===== src/rtl/multicycle_ctrl.sv =====
// Multicycle RV32-style instruction sequencer: FETCH/DECODE/EXEC/MEM/WB/TRAP control FSM.
// Define PERF_CNT_EN to add the 32-bit instret retire counter output.
module multicycle_ctrl (
   input  logic        clk,
   input  logic        rst_n,
   input  logic [6:0]  opcode,
   input  logic        imem_ack,
   input  logic        dmem_ack,
   input  logic        branch_taken,
   output logic        imem_req,
   output logic        ir_we,
   output logic        dmem_req,
   output logic        dmem_we,
   output logic        pc_we,
   output logic [1:0]  pc_sel,
   output logic [1:0]  alu_op,
   output logic        alu_src,
   output logic        reg_write,
   output logic        mem_to_reg,
   output logic        illegal,
   output logic [2:0]  state
`ifdef PERF_CNT_EN
   ,
   output logic [31:0] instret
`endif
);

   typedef enum logic [2:0] {
      S_FETCH  = 3'd0,
      S_DECODE = 3'd1,
      S_EXEC   = 3'd2,
      S_MEM    = 3'd3,
      S_WB     = 3'd4,
      S_TRAP   = 3'd5
   } state_e;

   localparam logic [6:0] OP_R      = 7'b0110011;
   localparam logic [6:0] OP_I      = 7'b0010011;
   localparam logic [6:0] OP_LOAD   = 7'b0000011;
   localparam logic [6:0] OP_STORE  = 7'b0100011;
   localparam logic [6:0] OP_BRANCH = 7'b1100011;
   localparam logic [6:0] OP_LUI    = 7'b0110111;
   localparam logic [6:0] OP_AUIPC  = 7'b0010111;
   localparam logic [6:0] OP_JAL    = 7'b1101111;
   localparam logic [6:0] OP_JALR   = 7'b1100111;

   localparam logic [1:0] PC_PLUS4 = 2'b00;
   localparam logic [1:0] PC_IMM   = 2'b01;
   localparam logic [1:0] PC_REG   = 2'b10;

   localparam logic [1:0] ALU_ADD  = 2'b00;
   localparam logic [1:0] ALU_CMP  = 2'b01;
   localparam logic [1:0] ALU_FUNC = 2'b10;

   state_e state_q, state_d;
   logic   illegal_q, illegal_d;

   logic is_r, is_i, is_load, is_store, is_branch;
   logic is_lui, is_auipc, is_jal, is_jalr, is_legal;

   logic       imem_req_c, ir_we_c, dmem_req_c, dmem_we_c, pc_we_c;
   logic [1:0] pc_sel_c, alu_op_c;
   logic       alu_src_c, reg_write_c, mem_to_reg_c;

   assign is_r      = (opcode == OP_R);
   assign is_i      = (opcode == OP_I);
   assign is_load   = (opcode == OP_LOAD);
   assign is_store  = (opcode == OP_STORE);
   assign is_branch = (opcode == OP_BRANCH);
   assign is_lui    = (opcode == OP_LUI);
   assign is_auipc  = (opcode == OP_AUIPC);
   assign is_jal    = (opcode == OP_JAL);
   assign is_jalr   = (opcode == OP_JALR);
   assign is_legal  = is_r | is_i | is_load | is_store | is_branch |
                      is_lui | is_auipc | is_jal | is_jalr;

   always_ff @(posedge clk) begin
      if (!rst_n) begin
         state_q   <= S_FETCH;
         illegal_q <= 1'b0;
      end else begin
         state_q   <= state_d;
         illegal_q <= illegal_d;
      end
   end

   always_comb begin
      state_d      = state_q;
      illegal_d    = illegal_q;
      imem_req_c   = 1'b0;
      ir_we_c      = 1'b0;
      dmem_req_c   = 1'b0;
      dmem_we_c    = 1'b0;
      pc_we_c      = 1'b0;
      pc_sel_c     = PC_PLUS4;
      alu_op_c     = ALU_ADD;
      alu_src_c    = 1'b0;
      reg_write_c  = 1'b0;
      mem_to_reg_c = 1'b0;

      case (state_q)
         S_FETCH: begin
            imem_req_c = 1'b1;
            if (imem_ack) begin
               ir_we_c = 1'b1;
               state_d = S_DECODE;
            end
         end

         S_DECODE: begin
            if (is_legal) begin
               state_d = S_EXEC;
            end else begin
               state_d   = S_TRAP;
               illegal_d = 1'b1;
            end
         end

         S_EXEC: begin
            if (is_r) begin
               alu_op_c  = ALU_FUNC;
               alu_src_c = 1'b0;
            end else if (is_i) begin
               alu_op_c  = ALU_FUNC;
               alu_src_c = 1'b1;
            end else if (is_branch) begin
               alu_op_c  = ALU_CMP;
               alu_src_c = 1'b0;
            end else begin
               alu_op_c  = ALU_ADD;
               alu_src_c = 1'b1;
            end

            // Branches retire here; memory ops go on to MEM, everything else to WB.
            if (is_branch) begin
               pc_we_c  = 1'b1;
               pc_sel_c = branch_taken ? PC_IMM : PC_PLUS4;
               state_d  = S_FETCH;
            end else if (is_load || is_store) begin
               state_d = S_MEM;
            end else begin
               state_d = S_WB;
            end
         end

         S_MEM: begin
            dmem_req_c = 1'b1;
            dmem_we_c  = is_store;
            if (dmem_ack) begin
               if (is_store) begin
                  pc_we_c  = 1'b1;
                  pc_sel_c = PC_PLUS4;
                  state_d  = S_FETCH;
               end else begin
                  state_d = S_WB;
               end
            end
         end

         S_WB: begin
            reg_write_c  = 1'b1;
            pc_we_c      = 1'b1;
            mem_to_reg_c = is_load;
            if (is_jal) begin
               pc_sel_c = PC_IMM;
            end else if (is_jalr) begin
               pc_sel_c = PC_REG;
            end else begin
               pc_sel_c = PC_PLUS4;
            end
            state_d = S_FETCH;
         end

         S_TRAP: begin
            state_d = S_TRAP;
         end

         default: begin
            state_d = S_FETCH;
         end
      endcase
   end

   // Reset gates every output combinationally so nothing leaks while rst_n is low.
   assign imem_req   = rst_n & imem_req_c;
   assign ir_we      = rst_n & ir_we_c;
   assign dmem_req   = rst_n & dmem_req_c;
   assign dmem_we    = rst_n & dmem_we_c;
   assign pc_we      = rst_n & pc_we_c;
   assign pc_sel     = rst_n ? pc_sel_c : 2'b00;
   assign alu_op     = rst_n ? alu_op_c : 2'b00;
   assign alu_src    = rst_n & alu_src_c;
   assign reg_write  = rst_n & reg_write_c;
   assign mem_to_reg = rst_n & mem_to_reg_c;
   assign illegal    = rst_n & illegal_q;
   assign state      = rst_n ? state_q : 3'b000;

`ifdef PERF_CNT_EN
   logic [31:0] instret_q, instret_d;

   always_comb begin
      instret_d = instret_q;
      if (pc_we_c && (state_q != S_TRAP)) begin
         instret_d = instret_q + 32'd1;
      end
   end

   always_ff @(posedge clk) begin
      if (!rst_n) begin
         instret_q <= 32'd0;
      end else begin
         instret_q <= instret_d;
      end
   end

   assign instret = rst_n ? instret_q : 32'd0;
`endif

endmodule


===== config.mk =====
export PLATFORM = sky130hd
export DESIGN_NAME = multicycle_ctrl
export DESIGN_NICKNAME = d
export VERILOG_FILES = /design/src/rtl/multicycle_ctrl.sv
export SDC_FILE = /design/constraint.sdc
export NUM_CORES = 1
export LEC_CHECK = 0
export ABC_AREA = 0
export CORE_MARGIN = 5
export CORE_UTILIZATION = 36
export CTS_BUF_LIST = sky130_fd_sc_hd__clkbuf_16
export DETAILED_ROUTE_END_ITERATION = 7
export HOLD_SLACK_MARGIN = 0.12
export PLACE_DENSITY = 0.77
export SLEW_MARGIN = 25
export SYNTH_ARGS = -nofsm -noshare
export SYNTH_HDL_FRONTEND = slang
export SYNTH_SLANG_ARGS = --single-unit
export TNS_END_PERCENT = 1

===== constraint.sdc =====
create_clock -name clk -period 1.7 [get_ports clk]
set_input_delay 0.51 -clock clk [delete_from_list [all_inputs] [get_ports clk]]
set_output_delay 0.51 -clock clk [all_outputs]
set_load 0.02 [all_outputs]

==> results.cfg, run 1 <==
[run_status]
status = finished with violations
violations = setup timing

[clock_network]
cts_tree = built
clockBufferDepth = 2
root_buffer = clkbuf_16
numCtsBuffers = 3
cts_htree_levels = 1
clock-sinks = 4
clk-insertion-delay-late_ns = 0.22
cts.hold.buffers_added = 0
path_clk_slew_ns = 0.03

[setup_path]
crit_required_ns = 1.19
critPathSlowestCell = and4bb_2
rr_worst_depth = 5
cp-start-kind = primary input
worst_ep_arrival_time_ns = 1.59
regToRegSetupSlack_ns = 0.19
max_stage_delay_ns = 0.34
crit_path_max_fanout = 3
cp-endpoint = pc_sel[0]
critPathBufInv = 3
rr_endpoint = state_q[0]$_SDFFE_PN0P_
startpoint = opcode[3]
crit_family = simple AND/OR/NAND/NOR gates
timing.rr.start = state_q[2]$_SDFFE_PN0P_
critPathKind = in -> out
end_kind = output pin
cp_cell_sequence = buf_6 -> and4bb_2 -> buf_4 -> and2_4 -> nand4_1 -> a21boi_2 -> buf_4
cp.depth = 7
cpMostUsedCell = buf_4

[timing]
skew_ns = 0.0000970
setup_viol = 10
rsz0062_at_grt = yes
worst_slack_ns = -0.402
slew_headroom_pct = 79.2
hold_ws_ns = 0.519
fin_crit_sh_pct = 124
hold_viol_final = 0
max_freq_mhz = 476
maxSlewViolCount = 0
setup_tns_ns = -2.55
tightest_slew_ns = 0.309
fin_crit_ns = 2.10

[yosys]
syn-num-nets = 97
syn_area_sq_um = 593
avgSynthCellArea_sq_um = 6.98
synth_cells = 85
ys_ff_latch = 4
synth-seq-area-share_pct = 13.5
ys_warn_count = 0
synthDistinctLibCells = 39

[detailed_routing]
drcViolationCount = 0
vias = 944
wirelength_mm = 2.63
drt-vias-per-instance = 5.86
wire_per_inst_um = 16.3
drtIter0Drc = 17
ant_nets = 0
first_pass_iters = 4

[global_route]
overflow = 0
grt_pass1_vias = 936
antenna_found_initial = 0
grt_usage_pct = 21.1
grt_max_degree = 11
grt_pass1_wl_mm = 4.22

[finish]
antennaDiodeCount = 0
fin_area_sq_mm = 0.00128
syn_to_final_growth_pct = 116
nets = 159
final_cell_count_no_fill = 161
fillers = 92
drive_above_1_share_pct = 59.3
post-route-util_pct = 83.2

[floorplan]
num_rows = 14
dieArea_sq_mm = 0.00256
start_util_pct = 38.5
core_area_sq_mm = 0.00154
die_height_um = 50.6
ios = 28
die-width_um = 50.6

[placed_design]
place_area_sq_mm = 0.00116
place_congestion = 0.871
hpwl_mm = 1.88
io_buffers = 27
dp.cells = 155
preCtsSetupSlack_ns = -1.14

[pwr]
clkPwrFrac_pct = 50.1
p_per_area_mw_per_mm2 = 569
p_comb_share_pct = 35.1
power.switching_mw = 0.196
seq_power_share_pct = 14.8
leakage_nw = 0.613
swShare_pct = 26.8
ir_drop_mv = 1.08
p_int_mw = 0.534
power_mw = 0.730

[min_path]
hp-class = reg -> reg

[run]
drv_cap = 0
==> worst min path at each step <==
| stage | startpoint | endpoint | slack, ns | cells after the start |
|---|---|---|---|---|
| after global placement | illegal_q$_SDFFE_PN0P_ | illegal_q$_SDFFE_PN0P_ | 0.50 | 2 |
| final | illegal_q$_SDFFE_PN0P_ | illegal_q$_SDFFE_PN0P_ | 0.52 | 2 |
| after floorplan | illegal_q$_SDFFE_PN0P_ | illegal_q$_SDFFE_PN0P_ | 0.47 | 2 |
| after CTS | illegal_q$_SDFFE_PN0P_ | illegal_q$_SDFFE_PN0P_ | 0.52 | 2 |
| after detailed placement | illegal_q$_SDFFE_PN0P_ | illegal_q$_SDFFE_PN0P_ | 0.50 | 2 |
| after global routing | illegal_q$_SDFFE_PN0P_ | illegal_q$_SDFFE_PN0P_ | 0.54 | 2 |
==> layout by cell type, fill, tap and decap left out, drive strengths merged, types with 2 or more instances in the layout <==
master         Yosys  layout
dlygate4sd2        0       2
o21ai              4       4
nand2b             3       3
nor4               2       2
mux2i              2       2
a21oi              2       2
a31oi              2       2
clkbuf             2       4
o21a               2       2
nor3               6       6
clkdlybuf4s15      0       3
inv                5       5
nand4              2       2
and2               6       6
clkdlybuf4s50      0       2
buf                4      55
nor2b              4       4
nor2               9       9
nand2              8       8
dfxtp              4       4
==> cells in the mapped netlist (all sizes together) <==
cell type  n  share of area (%)
nor2       9                5.7
nand2      8                5.1
and2       6                6.3
nor3       6                5.1
inv        5                3.2
buf        4                3.8
dfxtp      4                 14
nor2b      4                4.6
o21ai      4                3.4
nand2b     3                4.4
a21oi      2                1.7
a31oi      2                2.1
clkbuf     2                1.3
mux2i      2                3.4
nand4      2                2.1
nor4       2                2.1
o21a       2                2.5
a211oi     1                1.3
a21boi     1                1.3
a221o      1                1.7
a221oi     1                2.5
a32o       1                1.7
and3       1                1.1
and4bb     1                2.1
nand3      1               0.84
nand3b     1                1.3
nand4b     1                4.0
nand4bb    1                1.9
nor4b      1                1.5
o2111a     1                1.9
o311a      1                1.7
o311ai     1                1.5
or2        1                1.1
or3        1                1.1
xor2       1                1.5
==> sequential cells by signal (all words and copies together), names as in the netlist <==
signal / cells
illegal_q: 1
state_q: 3
==> per-layer routing <==
metal / wire length, um / GRT usage (%)
met1: 978 / 21.9
met2: 1340 / 39.7
met3: 230 / 6.51
met4: 78 / 6.38
met5: 0 / 0
==> layout make-up <==
class	instances	area (sq um)	area share, %
well taps	16	20.0	1.56
multi-input cells	70	571	44.5
repair buffers	63	517	40.3
clock buffers	3	75.1	5.85
inverters	5	18.8	1.46
flip-flops and latches	4	81.3	6.34
==> worst register-to-register path: cells and delay by family (launching register included) <==
kind,cells,cell delay (ns)
simple gates,2,0.32
buf+inv,1,0.17
compound gates,2,0.58
flops,1,0.31
==> power by group through the flow <==
stage / combinational, mW / sequential [mW] / clock [mW]
2_1_floorplan: 0.108 / 0.106 / 0
3_3_place_gp: 0.228 / 0.107 / 0
3_5_place_dp: 0.237 / 0.108 / 0
4_1_cts: 0.247 / 0.107 / 0.370
5_1_grt: 0.273 / 0.109 / 0.381
6_report: 0.256 / 0.108 / 0.366
==> logic make-up after synthesis <==
logic type | count (synthesis) | synth area share, %
XOR/XNOR | 1 | 1.48
AO/OA/AOI/OAI | 18 | 23.2
flip-flops | 4 | 13.5
multiplexers | 2 | 3.38
AND/OR/NAND/NOR | 49 | 50.2
buffers and inverters | 11 | 8.23
==> repair_timing <==
item / 4_1_cts / 5_1_grt
pin swaps: 6 / 3
resized for setup: 122 / 8
cloned: 1 / 0
setup buffers: 2 / 0
setup endpoints to repair: 20 / 14
Note: power is estimated with default switching activity, not from simulation.
==> run 2: changes to the inputs <==
--- a/config.mk
+++ b/config.mk
@@ -11,7 +11,7 @@
 export CTS_BUF_LIST = sky130_fd_sc_hd__clkbuf_16
 export DETAILED_ROUTE_END_ITERATION = 7
 export HOLD_SLACK_MARGIN = 0.12
-export PLACE_DENSITY = 0.77
+export PLACE_DENSITY = 0.73
 export SLEW_MARGIN = 25
 export SYNTH_ARGS = -nofsm -noshare
 export SYNTH_HDL_FRONTEND = slang
==> results.cfg, run 2 (synthesis results as in run 1) <==
[run_status]
status = finished with violations
violations = setup timing

[finish]
top_regs = state_q (3), illegal_q (1)
final_cell_count_no_fill = 163
nets = 161
mostFrequentLayoutCells = buf_4 (40), buf_6 (13), nor2_1 (7)
drive_above_1_share_pct = 63.9
largest_register_ffs = 3
mostFrequentLayoutCell = buf_4
antennaDiodeCount = 0
largest-register = state_q
syn_to_final_growth_pct = 128

[detailed_routing]
wirelength_mm = 3.25
met3_length_um = 311
wire_per_inst_um = 19.9
ant_nets = 0
drcViolationCount = 0
top_layer_used = met4
wl_met2_mm = 1.65
first_pass_iters = 5
wl_met1_mm = 1.15
vias = 977
drt-vias-per-instance = 5.99
drtIter0Drc = 34

[placed_design]
io_buffers = 27
dp.cells = 154
place_congestion = 0.830
hpwl_mm = 1.76
preCtsSetupSlack_ns = -1.13

[timing]
max_freq_mhz = 482
slew_headroom_pct = 77.8
hold_viol_final = 0
setup_viol = 11
skew_ns = 0.00559
hold_ws_ns = 0.558
tightest_slew_ns = 0.331
fin_crit_ns = 2.07
rsz0062_at_grt = yes
maxSlewViolCount = 0
fin_crit_sh_pct = 122
worst_slack_ns = -0.373

[clock_network]
cts_tree = built
clk-insertion-delay-late_ns = 0.23
root_buffer = clkbuf_16
path_clk_slew_ns = 0.03
clockBufferDepth = 2
cts_htree_levels = 1
numCtsBuffers = 3
clock-sinks = 4

[floorplan]
num_rows = 14
start_util_pct = 38.5
dieArea_sq_mm = 0.00256
core_area_sq_mm = 0.00154
ios = 28
die_height_um = 50.6
die-width_um = 50.6

[global_route]
grt_pass1_vias = 970
antenna_found_initial = 0
overflow = 0
grt_max_degree = 10
grt_pass1_wl_mm = 4.72
grt_usage_pct = 23.9

[pwr]
power_mw = 0.763
leakage_nw = 0.646
ir_drop_mv = 0.564
p_per_area_mw_per_mm2 = 564

[min_path]
hp-class = reg -> reg
min_to = illegal_q$_SDFFE_PN0P_
hold_depth = 2
min_from = illegal_q$_SDFFE_PN0P_

[setup_path]
crit_path_max_fanout = 3
critPathKind = in -> out
rr_endpoint = state_q[1]$_SDFFE_PN0P_
timing.rr.start = state_q[0]$_SDFFE_PN0P_
worst_ep_arrival_time_ns = 1.56
cp-start-kind = primary input
rr_worst_depth = 5
end_kind = output pin
regToRegSetupSlack_ns = 0.18
crit_required_ns = 1.19

[run]
drv_cap = 0
==> run 2: changes by cell type in the layout (fill, tap and decap cells not counted), moves of 2 or more <==
cell	previous run	this run
nor3_1	5	3
nor3_2	0	2
buf_4	36	40
clkdlybuf4s15_2	3	1
==> run 2: where the power goes <==
group	switching, mW	leakage (nW)	internal, mW
clock network	0.0701	0.0370	0.301
registers	0.00642	0.0337	0.102
logic	0.141	0.576	0.142
total	0.218	0.646	0.546
==> run 2: metal layers <==
metal  vias to the layer above  global-route usage [%]
met1                       436                    26.1
li1                        434                       -
met3                        23                    4.73
met5                         -                       0
met2                        84                    45.7
met4                         0                    5.96
==> run 2: area by class of cell <==
cell class | count | area, sq um
inverter | 5 | 18.8
fill | 85 | 188
timing repair buffer | 65 | 539
tap | 16 | 20.0
multi-input combinational | 70 | 618
sequential | 4 | 82.6
clock buffer | 3 | 75.1
==> run 2: worst max-delay path by stage <==
| stage | slack (ns) | from | cells past startpoint | endpoint |
|---|---|---|---|---|
| 2_1_floorplan | -0.16 | opcode[3] | 4 | pc_sel[0] |
| 4_1_cts | -0.28 | opcode[3] | 6 | pc_sel[0] |
| 5_1_grt | -0.43 | opcode[2] | 7 | pc_we |
| 3_3_place_gp | -1.10 | opcode[5] | 6 | pc_we |
| 3_5_place_dp | -1.13 | opcode[1] | 6 | pc_we |
| 6_report | -0.37 | opcode[2] | 6 | alu_op[1] |
==> run 2: timing repair <==
item / in CTS / in global routing
setup endpoints to repair: 20 / 14
setup buffers: 3 / 3
gates resized for setup: 128 / 16
hold buffers: 0 / 0
pin swaps: 8 / 5
==> run 2: per-stage QoR <==
step | TNS [ns] | instance area (sq um) | utilization (%)
after floorplan | -0.853 | 658 | -
after global placement | -16.51 | 1150 | 74.5
after detailed placement | -16.86 | 1150 | 74.5
after CTS | -1.67 | 1250 | 81.3
after global routing | -2.97 | 1350 | 87.8
final | -2.29 | 1350 | 87.8
==> run 2: critical path: stages <==
cell and delay (ns):
buf_6 0.10, and4bb_2 0.31, buf_4 0.13, buf_4 0.13
nor4b_4 0.20, buf_4 0.18
==> run 3: changes to the inputs <==
--- a/config.mk
+++ b/config.mk
@@ -7,11 +7,11 @@
 export LEC_CHECK = 0
 export ABC_AREA = 0
 export CORE_MARGIN = 5
-export CORE_UTILIZATION = 36
+export CORE_UTILIZATION = 43
 export CTS_BUF_LIST = sky130_fd_sc_hd__clkbuf_16
 export DETAILED_ROUTE_END_ITERATION = 7
 export HOLD_SLACK_MARGIN = 0.12
-export PLACE_DENSITY = 0.73
+export PLACE_DENSITY = 0.82
 export SLEW_MARGIN = 25
 export SYNTH_ARGS = -nofsm -noshare
 export SYNTH_HDL_FRONTEND = slang
==> constraint.sdc (replaced) <==
create_clock -name clk -period 2.65 [get_ports clk]
set_input_delay 0.795 -clock clk [delete_from_list [all_inputs] [get_ports clk]]
set_output_delay 0.795 -clock clk [all_outputs]
set_load 0.02 [all_outputs]
==> results.cfg, run 3 (synthesis results as in run 1) <==
[pwr]
p_comb_share_pct = 30.2
leakage_nw = 0.527
seq_power_share_pct = 16.0
ir_drop_mv = 0.218
p_int_mw = 0.324
clkPwrFrac_pct = 53.8
p_per_area_mw_per_mm2 = 407
power_mw = 0.447
swShare_pct = 27.6
power.switching_mw = 0.124

[detailed_routing]
ant_nets = 0
wirelength_mm = 2.63
drcViolationCount = 0
drtIter0Drc = 49
vias = 918
first_pass_iters = 4
wire_per_inst_um = 17.5
drt-vias-per-instance = 6.12

[run_status]
status = complete, no violations

[finish]
largest-register = state_q
antennaDiodeCount = 0
top_regs = state_q (3), illegal_q (1)
largest_register_ffs = 3
mostFrequentLayoutCells = buf_4 (27), nor2_1 (8), nand2_1 (7)
post-route-util_pct = 84.4
multi_input_area_sq_um = 497
drive_above_1_share_pct = 44.4
fillers = 74
mostFrequentLayoutCell = buf_4
regArea_sq_um = 80.1
syn_to_final_growth_pct = 85.2
nets = 149

[clock_network]
clock-sinks = 4
cts_tree = built
root_buffer = clkbuf_16
cts_htree_levels = 1
clk-insertion-delay-late_ns = 0.23
path_clk_slew_ns = 0.03
numCtsBuffers = 3
postCtsSetupBuffers = 0
clockBufferDepth = 2
cts.hold.buffers_added = 0

[timing]
fin_crit_ns = 2.62
max_freq_mhz = 382
maxSlewViolCount = 0
tightest_slew_ns = 0.361
rsz0062_at_grt = yes
slew_headroom_pct = 75.8
skew_ns = 0.00313
setup_viol = 0
fin_crit_sh_pct = 98.9
hold_viol_final = 0
setup_tns_ns = 0

[setup_path]
regToRegSetupSlack_ns = 1.15
crit_path_max_fanout = 10
crit_required_ns = 1.86
timing.rr.start = state_q[0]$_SDFFE_PN0P_
cp-start-kind = primary input
end_kind = output pin
rr_worst_depth = 5
critPathKind = in -> out
rr_endpoint = state_q[0]$_SDFFE_PN0P_
worst_ep_arrival_time_ns = 1.83

[floorplan]
start_util_pct = 45.6
core_area_sq_mm = 0.00130
dieArea_sq_mm = 0.00222
num_rows = 13
die-width_um = 47.1
ios = 28
die_height_um = 47.1

[placed_design]
hpwl_mm = 1.71
place_congestion = 0.826
io_buffers = 27

[global_route]
grt_max_degree = 12
grt_usage_pct = 27.3
grt_pass1_vias = 1003
overflow = 0
grt_pass1_wl_mm = 4.31
antenna_found_initial = 0

[min_path]
hp-class = reg -> reg
min_from = illegal_q$_SDFFE_PN0P_
hold_depth = 2
min_to = illegal_q$_SDFFE_PN0P_

[run]
drv_cap = 0
[run 3: worst max-delay path by stage]
stage,startpoint,end,slack (ns),depth (start not counted)
finish,opcode[6],pc_we,0.03,7
detailed placement,opcode[2],pc_sel[0],-0.81,6
CTS,opcode[1],pc_sel[0],-0.01,6
global placement,opcode[1],pc_sel[0],-0.70,6
floorplan,rst_n,mem_to_reg,-0.07,4
global route,opcode[3],pc_sel[0],-0.002,6
[run 3: cell type report]
class                   count  area share (%)
multi-input cells          70            45.2
repair buffers             53            37.2
flip-flops and latches      4            7.29
clock buffers               3            6.83
inverters                   5            1.71
well taps                  15            1.71
[run 3: critical path: stages]
cell,delay (ns)
clkdlybuf4s15_2,0.22
buf_6,0.16
nor2b_4,0.10
mux2i_1,0.09
nor3_1,0.18
o21a_1,0.16
buf_6,0.12
[run 3: timing repair]
action,CTS,global route
pin swaps,5,5
gates resized for setup,77,12
endpoints found under the setup margin,16,10
[run 3: metal layers]
layer / wire (um) / GRT usage (%)
met3: 205 / 4.98
met2: 1370 / 50.9
met1: 928 / 26.5
met5: 0 / 0
met4: 120 / 19.3
[run 3: power groups by stage]
stage	Clock, mW	Sequential, mW	Combinational, mW
after floorplan	0	0.0680	0.0639
after global placement	0	0.0716	0.125
after detailed placement	0	0.0717	0.130
after CTS	0.240	0.0712	0.130
after global routing	0.245	0.0723	0.143
final	0.241	0.0717	0.135
[run 3: through the flow]
step	hold WS, ns	worst slack [ns]	area (sq um)	cells
after floorplan	0.471	-0.0739	599	85
after global placement	0.502	-0.702	1050	147
after detailed placement	0.504	-0.815	1050	147
after CTS	0.515	-0.0143	1120	150
after global routing	0.609	-0.00174	1100	150
final	0.576	0.0289	1100	150
